<file path="src/rtl/eth_rx_checker.sv">
// Ethernet 10/100 RX frame checker: nibble count, CRC-32 residue, DA match,
// end-of-frame status word and saturating per-error statistics.
module eth_rx_stat_cnt #(
  parameter int CNT_W = 16
) (
  input  logic             rx_clk,
  input  logic             res,
  input  logic             clr,
  input  logic             inc,
  output logic [CNT_W-1:0] cnt
);
  always_ff @(posedge rx_clk or negedge res)
    if (!res)                   cnt <= '0;
    else if (clr)               cnt <= '0;
    else if (inc && !(&cnt))    cnt <= cnt + 1'b1;
endmodule


</file>
<file path="config.mk">
export PLATFORM = sky130hd
export DESIGN_NAME = eth_rx_stat_cnt
export DESIGN_NICKNAME = d
export VERILOG_FILES = /design/src/rtl/eth_rx_checker.sv
export SDC_FILE = /design/constraint.sdc
export NUM_CORES = 1
export LEC_CHECK = 0
export ABC_AREA = 1
export CAP_MARGIN = 25
export CELL_PAD_IN_SITES_DETAIL_PLACEMENT = 1
export CELL_PAD_IN_SITES_GLOBAL_PLACEMENT = 1
export CORE_MARGIN = 4
export CORE_UTILIZATION = 39
export CTS_CLUSTER_DIAMETER = 40
export DETAILED_ROUTE_END_ITERATION = 16
export DONT_BUFFER_PORTS = 1
export MAX_ROUTING_LAYER = met4
export PLACE_DENSITY_LB_ADDON = 0.1
export SLEW_MARGIN = 20
export SYNTH_ARGS = -nofsm -noshare
export SYNTH_HDL_FRONTEND = slang
export SYNTH_SLANG_ARGS = --single-unit
</file>
<file path="constraint.sdc">
create_clock -name rx_clk -period 1.53 [get_ports rx_clk]
set_clock_uncertainty 0.05 [all_clocks]
set_input_delay 0.306 -clock rx_clk [delete_from_list [all_inputs] [get_ports rx_clk]]
set_output_delay 0.306 -clock rx_clk [all_outputs]
set_load 0.01 [all_outputs]
</file>
# [After elaboration in Yosys (flattened, before gate mapping)]
# Cells that the tools add are included.
[totals] regBits=16 inputBits=4 out_inout_bits=16 wordCells=8
[op_classes] n_addsub=1 n_mux=2 n_reduce_logical=4
[op_table] op="$mux W16" count=2
[op_table] op="$add A16 B1 Y16 const B" count=1
[op_table] op="$reduce_and A16 Y1" count=1
[op_table] op="$reduce_bool A2 Y1" count=1
[op_table] op="$logic_and A1 B1 Y1" count=1
[op_table] op="$logic_not A1 Y1" count=1

# [Logic depth before layout (Yosys ltp)]
# Gate-level depths: netlist (run 1).
[logic_depth] word_depth=5 depth_mapped=10 depth_no_buf=9

# [Worst setup path after synthesis (run 1)]
# OpenSTA, ideal clock, no wires.
[synth_timing] kind="reg-to-reg" from="reg cnt[0]" to="reg cnt[9]" arrival_ps=1422 path_slack_ps=-59 stages_incl_launch_ff=11 n_path_buf=1 synth_period_minus_slack_ps=1589 path_cell_list="dfrtp_1 -> ha_1 -> nand2_1 -> nor2_4 -> nand2_2 -> nor2_4 -> o21ai_2 -> inv_2 -> buf_6 -> nand2_1 -> nand2_1"
[synth_between] elab_chain_len=4 elab_cells_between_ends=7 cone_classes="1 x add/sub; 2 x mux; 4 x reduce/logical"
[synth_rtl] element="from (decl)" line_no="10" text="output logic [CNT_W-1:0] cnt"
[synth_rtl] element="from (signal assigned)" line_no="15" text="else if (inc && !(&cnt)) cnt <= cnt + 1'b1;"
[synth_rtl] element="parallel branches: the longest is 4 deep, another holds $add A16 B1 Y16"
# Parallel ways; which one is timed is not known. The select of a mux whose other input is x is not followed.
# A chain may end at the register's enable or synchronous reset.

# [Worst setup path in the final report (run 1)]
[layout_timing] from="reg cnt[0]" to="reg cnt[2]"
# Same word-level chain as after synthesis.

==> out/metrics.cfg, run 1 <==
[logic_synthesis]
synth_top_flop_cell = dfrtp_1
yosysTopAreaCellShare = 0.398
syn-num-nets = 151
synth_edf_count = 0
syn_area_um2 = 1010
syn_area_per_cell_um2 = 6.90
yosysSeqAreaShare = 0.398
synth.most_common_cell = nand2_1
post-synth-top-area-cell = dfrtp_1
ys_warn_count = 0
synth_cell_types = 22
ys_top_cells_by_area = dfrtp_1 (40%), nand2_1 (19%), nor2_1 (7.8%)
synthCells = 146
synth_seq_cells = 16
synthArstFlopShare = 1.00
synthTopCellsByCount = nand2_1 (52), nor2_1 (21), dfrtp_1 (16), nand3_1 (13), inv_1 (10)

[global_route]
antenna_found_initial = 0
grt_max_degree = 17
grt_use_total = 0.205
grt_pass1_wl_um = 5290
grt_pass1_vias = 1169
overflow = 0

[placed_design]
place_congestion = 0.836
post-dp-hpwl_um = 2190
post-place-ws_ps = -49.7
io_buffers = 0
placed_cell_area_um2 = 1200

[cells_and_area]
largest_register_ffs = 16
top_regs = cnt x16
fin_area_um2 = 1440
synthToLayoutAreaGrowth_pct = 43.0
diodes = 0
drive_gt1_frac = 0.365
multiInputGateArea_um2 = 634
top_register = cnt
fillCellCount = 319
final_nets = 187
final-seq-area_um2 = 404

[sta]
setup_viol = 11
hold_violations = 0
fin_tns_setup_ps = -510
maxSlewHeadroom = 0.469
grt_setup_unrepaired = true
worst_pin_slew_ps = 794
slew_violations = 0
fin_crit_sh = 1.04
fmax_ghz = 0.630
fin_crit_ps = 1590
setup_ws_ps = -58.0

[floorplan]
die_w_um = 58.8
initial_core_util = 0.407
io-pin-count = 20
core-area_um2 = 2480
fp.dieArea_um2 = 3460
die_y_um = 58.8
rows = 18

[setup_path]
worstReg2RegStart = cnt[0]
startpoint_type = flip-flop
rrSetupSlack_ps = -60
required_ps = 1670
arrival_ps = 1730
crit_path_max_fanout = 6
end_kind = flip-flop
timing.rr.end = cnt[2]
rr_worst_depth = 10
crit_type = reg -> reg

[clock_network]
htreeDepth = 1
clock-root-buffer = clkbuf_4
clk_pin_slew_ps = 100
numCtsBuffers = 3
cts_tree = done
clockBufferDepth = 2
clk_latency_ps = 290
cts_sinks = 16

[route]
ant_nets = 0
drc = 0
vias_per_cell = 5.25
drt-total-wl_um = 3410
routedWlPerCell_um = 16.1
first_pass_iters = 4
drt-initial-drc-count = 18
vias = 1107

[min_path]
hp-class = in -> reg
min_path_cells = 3
hold_path_end = cnt[7]
min-delay-start = clr

[power]
p_per_area_nw_per_um2 = 571
p_leak_nw = 0.698
vdd_ir_drop_max_v = 0.000468

[outcome]
violations = negative setup slack
status = finished, violations left

[job]
cap_viol_max_count = 0

-- area by class of cell --
cell class	instances	area share
multi-input cells	115	0.440
flip-flops and latches	16	0.281
repair buffers	32	0.180
inverters	13	0.0426
well taps	30	0.0261
clock buffers	4	0.0252
repair inverters	1	0.00521
-- power breakdown --
part / internal [mW] / switching, mW / leakage [nW]
clock network: 0.145 / 0.146 / 0.0210
registers: 0.427 / 0.00587 / 0.217
logic: 0.0427 / 0.0560 / 0.460
total: 0.615 / 0.208 / 0.698
-- cells by family after synthesis --
family          synth area share
compound gates            0.0559
xor+xnor                  0.0261
fa+ha+maj                 0.0124
buf+inv                   0.0634
flops                      0.398
simple gates               0.445
-- stage by stage --
| step | utilization | hold slack, ps | cells | total power, mW |
|---|---|---|---|---|
| 3_3_place_gp | 0.484 | -39.2 | 195 | 0.492 |
| 6_report | 0.581 | 111 | 211 | 0.823 |
| 2_1_floorplan | - | -39.6 | 146 | 0.473 |
| 4_1_cts | 0.544 | 112 | 209 | 0.814 |
| 3_5_place_dp | 0.484 | -39.2 | 195 | 0.492 |
| 5_1_grt | 0.581 | 120 | 211 | 0.868 |
-- placed cells by master, fill, tap and decap left out, drive strengths merged, types with 2 or more instances in the layout --
| cell type | instances |
|---|---|
| nand3b | 2 |
| dfrtp | 16 |
| nand3 | 13 |
| clkbuf | 4 |
| nand2 | 54 |
| o21ai | 4 |
| nand4 | 5 |
| clkinv | 2 |
| a21oi | 5 |
| nor2 | 25 |
| buf | 31 |
| inv | 11 |
| nor3 | 2 |
| xnor2 | 3 |
-- per-layer routing --
layer	GRT usage	wire [um]	vias to the layer above
met5	-	0	-
met4	0.0809	52	0
met3	0.0351	129	6
met2	0.342	1780	20
met1	0.245	1450	548
li1	-	-	533
-- what timing repair did --
action,4_1_cts,5_1_grt
gates cloned,1,0
setup endpoints to repair,15,16
hold buffers,1,0
resized for setup,8,22
endpoints found under the hold margin,16,0
pin swaps,3,10
buffers inserted,8,2
-- how the worst max path moves through the flow --
stage / startpoint / end / slack (ps) / cells after the start
global placement: cnt[0] / cnt[0] / 30 / 9
finish: cnt[0] / cnt[2] / -60 / 10
global route: cnt[0] / cnt[8] / -140 / 9
detailed placement: cnt[0] / cnt[14] / -50 / 8
CTS: cnt[1] / cnt[5] / -10 / 9
floorplan: cnt[1] / cnt[9] / 20 / 10
-- critical path: stages, from the launching register on --
cell and delay [ps]:
dfrtp_1 440, ha_4 190, nand2_4 60, nor2_4 40, nand2_4 80, nor2_4 50
o21ai_4 230, buf_12 150, clkinv_8 70, nand2_1 60, nand2_1 50
Power figures use the tool's default switching activity.
==> inputs of run 2 (changes only) <==
- CORE_UTILIZATION: 39 -> 41
- CTS_BUF_LIST: unset -> sky130_fd_sc_hd__clkbuf_8
==> run 2 against run 1 <==
Against the previous run:
- the run still ends with negative setup slack left
- design area shrank 6.1%
- critical path depth shrank 1
- utilization grew 1.3 points
- non-clock buffer count shrank 4
- fmax shrank 0.43%
- clock power grew 9.3%
- register-to-register slack is essentially flat
- worst setup slack lost 6.8 ps
- via count grew 1.7%
- critical path type unchanged
- critical endpoint is now cnt[4]
- largest cell class unchanged
- largest power group unchanged
- highest routed layer unchanged
==> out/metrics.cfg, run 2 (same netlist as run 1, synthesis figures left out) <==
[sta]
worst_pin_slew_ps = 773
setup_ws_ps = -64.8
fin_tns_setup_ps = -183
fin_crit_sh = 1.04
worst_hold_slack_ps = 172
setup_viol = 11
grt_setup_unrepaired = true
fmax_ghz = 0.627
slew_violations = 0
hold_violations = 0
fin_crit_ps = 1590
maxSlewHeadroom = 0.483

[route]
drt-initial-drc-count = 57
vias = 1126
vias_per_cell = 5.55
ant_nets = 0
drt-total-wl_um = 3490
drc = 0
first_pass_iters = 4
routedWlPerCell_um = 17.2

[placed_design]
io_buffers = 0
dpl.cell_count = 195
place_congestion = 0.821
post-dp-hpwl_um = 2270
placed_cell_area_um2 = 1210
post-place-ws_ps = -22.3

[setup_path]
required_ps = 1610
arrival_ps = 1680
end_kind = flip-flop
startpoint_type = flip-flop
max_stage_delay_ps = 400
worstPathCellList = ha_2, nand2_2, nor2_4, nand2_4, nor2_4, o21ai_4, clkinv_4, nand2_1, nand2_1
crit_path_max_fanout = 11
crit_type = reg -> reg
crit_slowest_cell = dfrtp_1

[floorplan]
die_y_um = 57.6
rows = 17
fp.dieArea_um2 = 3310
io-pin-count = 20
die_w_um = 57.6
initial_core_util = 0.443
core-area_um2 = 2280

[power]
p_per_area_nw_per_um2 = 614
vdd_ir_drop_max_v = 0.000473
p_leak_nw = 0.639

[outcome]
status = finished, violations left
violations = negative setup slack

[global_route]
grt_pass1_vias = 1152
antenna_found_initial = 0
grt_max_degree = 17
grt_pass1_wl_um = 5350
grt_use_total = 0.216
overflow = 0

[cells_and_area]
synthToLayoutAreaGrowth_pct = 34.3
final_cell_mix = nand2_1 (47), buf_4 (25), nor2_1 (18)
final_nets = 182
drive_gt1_frac = 0.303
top_regs = cnt x16
fin_cells = 203
fillCellCount = 295
layout_commonest_cell = nand2_1
top_register = cnt
largest_register_ffs = 16
fin_area_um2 = 1350
diodes = 0

[clock_network]
clk_latency_ps = 250
clockBufferDepth = 2
htreeDepth = 1
clk_pin_slew_ps = 60
clock-root-buffer = clkbuf_8
numCtsBuffers = 3
cts_sinks = 16
cts_tree = done

[min_path]
hp-class = in -> reg

[job]
cap_viol_max_count = 0

-- run 2: path summary, 6_finish.rpt --
| kind | from | to | slack, ps | cells past startpoint |
|---|---|---|---|---|
| max | cnt[1] | cnt[4] | -60 | 9 |
| min | clr | cnt[7] | 170 | 3 |
| max reg2reg | cnt[1] | cnt[4] | -60 | 9 |
| min reg2reg | cnt[3] | cnt[3] | 510 | 2 |
| max in group asynchronous | res | cnt[11] | 420 | 1 |
| min in group asynchronous | res | cnt[4] | 530 | 1 |
-- run 2: what timing repair did --
item                                   CTS  global route
setup endpoints to repair               15            16
buffers inserted                         0             4
hold buffers                             1             0
gates resized for setup                  3            14
cloned                                   0             0
endpoints found under the hold margin   16             0
pin swaps                                1             5
-- run 2: area by class of cell --
type | count | area (um2) | share of cell area
flip-flops and latches | 16 | 400 | 0.296
multi-input cells | 115 | 602 | 0.445
inverters | 13 | 53.8 | 0.0398
well taps | 28 | 35.0 | 0.0259
clock buffers | 3 | 41.3 | 0.0305
repair buffers | 28 | 220 | 0.163
-- run 2: routing by layer --
layer | routed length, um | up-vias | global-route usage
met5 | 0 | - | -
met4 | 45 | 0 | 0.0497
met3 | 213 | 6 | 0.0566
met2 | 1740 | 37 | 0.358
met1 | 1490 | 559 | 0.260
li1 | - | 524 | -
-- run 2: where the power goes --
group,internal (mW),switching (mW)
logic,0.0304,0.0515
registers,0.428,0.00350
clock network,0.175,0.143
total,0.633,0.198
-- run 2: worst max-delay path, delay by kind of cell (launching register included) --
kind                       cells  cell delay [ps]
adders and majority gates      1              200
buffers and inverters          1              150
DFF                            1              400
AOI/OAI and AO/OA              1              180
and+or+nand+nor                6              480
-- run 2: metrics by stage --
stage	power, mW	utilization
final	0.831	0.594
after global routing	0.881	0.594
after CTS	0.833	0.559
after detailed placement	0.497	0.533
after global placement	0.495	0.533
after floorplan	0.473	-
==> inputs of run 3 (changes only) <==
- CORE_UTILIZATION: 41 -> 39
- CTS_BUF_LIST: sky130_fd_sc_hd__clkbuf_8 -> unset
- GPL_TIMING_DRIVEN: unset -> 0
==> run 3 against run 2 <==
Against the previous run:
- the run still ends with negative setup slack left
- largest power group unchanged
- sequential power rose by 1%
- count of clock-buffer cells in the layout unchanged
- largest cell class unchanged
- wire length decreased by 13%
- non-clock buffer count decreased by 17
- critical path type unchanged
- flip-flop and latch count stayed put
- design area is 7.7% lower
- critical endpoint is now cnt[3]
- highest routed layer unchanged
==> out/metrics.cfg, run 3 (same netlist as run 1, synthesis figures left out) <==
[floorplan]
io-pin-count = 20
initial_core_util = 0.407
die_w_um = 58.8
fp.dieArea_um2 = 3460
rows = 18
die_y_um = 58.8
core-area_um2 = 2480

[global_route]
grt_pass1_vias = 1013
antenna_found_initial = 0
grt_pass1_wl_um = 4700
grt_max_degree = 17
overflow = 0
grt_use_total = 0.184

[placed_design]
post-dp-hpwl_um = 1970
placed_cell_area_um2 = 1060
io_buffers = 0
place_congestion = 0.801
post-place-ws_ps = -207
dpl.cell_count = 176

[job]
cap_viol_max_count = 0

[sta]
worst_pin_slew_ps = 753
grt_setup_unrepaired = true
fin_crit_sh = 1.02
setup_viol = 12
fmax_ghz = 0.638
worst_hold_slack_ps = 108
setup_ws_ps = -37.5
hold_violations = 0
maxSlewHeadroom = 0.496
fin_crit_ps = 1570
slew_violations = 0

[route]
route.layer.met1.wl_um = 1250
top_layer = met4
routedWlPerCell_um = 16.0
ant_nets = 0
drt-initial-drc-count = 22
wl_met3_um = 116
wl_met2_um = 1620
drc = 0
vias = 1047
drt-total-wl_um = 3030
vias_per_cell = 5.54
first_pass_iters = 4

[setup_path]
startpoint_type = flip-flop
crit_type = reg -> reg
crit_path_max_fanout = 5
arrival_ps = 1760
end_kind = flip-flop
required_ps = 1720

[clock_network]
clockBufferDepth = 2
clk_latency_ps = 300
cts_tree = done
cts_sinks = 16
clk_pin_slew_ps = 100
numCtsBuffers = 3
clock-root-buffer = clkbuf_4
htreeDepth = 1

[cells_and_area]
top_register = cnt
final_cell_mix = nand2_1 (44), nor2_1 (15), dfrtp_2 (14)
diodes = 0
drive_gt1_frac = 0.327
top_regs = cnt x16
final_nets = 166
layout_commonest_cell = nand2_1
synthToLayoutAreaGrowth_pct = 24.0
fin_cells = 189
fin_area_um2 = 1250
largest_register_ffs = 16
fin_util = 0.504

[power]
vdd_ir_drop_max_v = 0.000372
p_per_area_nw_per_um2 = 595
p_leak_nw = 0.535

[min_path]
hp-class = in -> reg

[outcome]
violations = negative setup slack
status = finished, violations left

[run 3: where the power goes]
part	internal, mW	switching [mW]	leakage [nW]
Sequential	0.428	0.00966	0.199
Clock	0.0919	0.145	0.0138
Combinational	0.0235	0.0455	0.322
Total	0.543	0.200	0.535
[run 3: worst max-delay path: stages, from the launching register on]
cell     delay (ps)
dfrtp_2         470
ha_4            190
nand2_4          70
nor2_4           40
nand2_4          80
nor2_4           50
buf_4           150
nor2_4          180
nand4_1         110
nand2_1         110
[run 3: final timing paths]
path                            slack (ps)  startpoint  endpoint  depth (start not counted)
worst max-delay path                   -40      cnt[1]    cnt[3]                          9
min in group asynchronous              460         res    cnt[7]                          1
worst min register to register         530      cnt[9]    cnt[9]                          2
worst max register to register         -40      cnt[1]    cnt[3]                          9
worst min-delay path                   110         clr    cnt[7]                          3
max in group asynchronous              450         res   cnt[13]                          1
[run 3: timing repair]
| item | CTS | global route |
|---|---|---|
| buffers inserted | 5 | 2 |
| gates cloned | 0 | 2 |
| hold buffers | 1 | 0 |
| gates resized for setup | 19 | 18 |
| endpoints found under the setup margin | 16 | 16 |
| endpoints found under the hold margin | 16 | 0 |
| pin swaps | 3 | 10 |
[run 3: final cells by class]
type                            instances  area (um2)
Buffer                                  2        15.0
Clock buffer                            3        22.5
Fill cell                             334        1230
Inverter                               13        48.8
Multi-Input combinational cell        116         633
Sequential cell                        16         418
Tap cell                               30        37.5
Timing Repair Buffer                    9        73.8
[run 3: metal layers]
metal	GRT usage	up-vias
met1	0.214	526
met3	0.0373	5
met5	-	-
li1	-	499
met4	0.0680	0
met2	0.311	17
[run 3: per-stage QoR]
| step | setup TNS (ps) | total power, mW |
|---|---|---|
| after floorplan | 0 | 0.473 |
| after global placement | -2180 | 0.484 |
| after detailed placement | -2870 | 0.485 |
| after CTS | -260 | 0.740 |
| after global routing | -1660 | 0.778 |
| final | -224 | 0.743 |
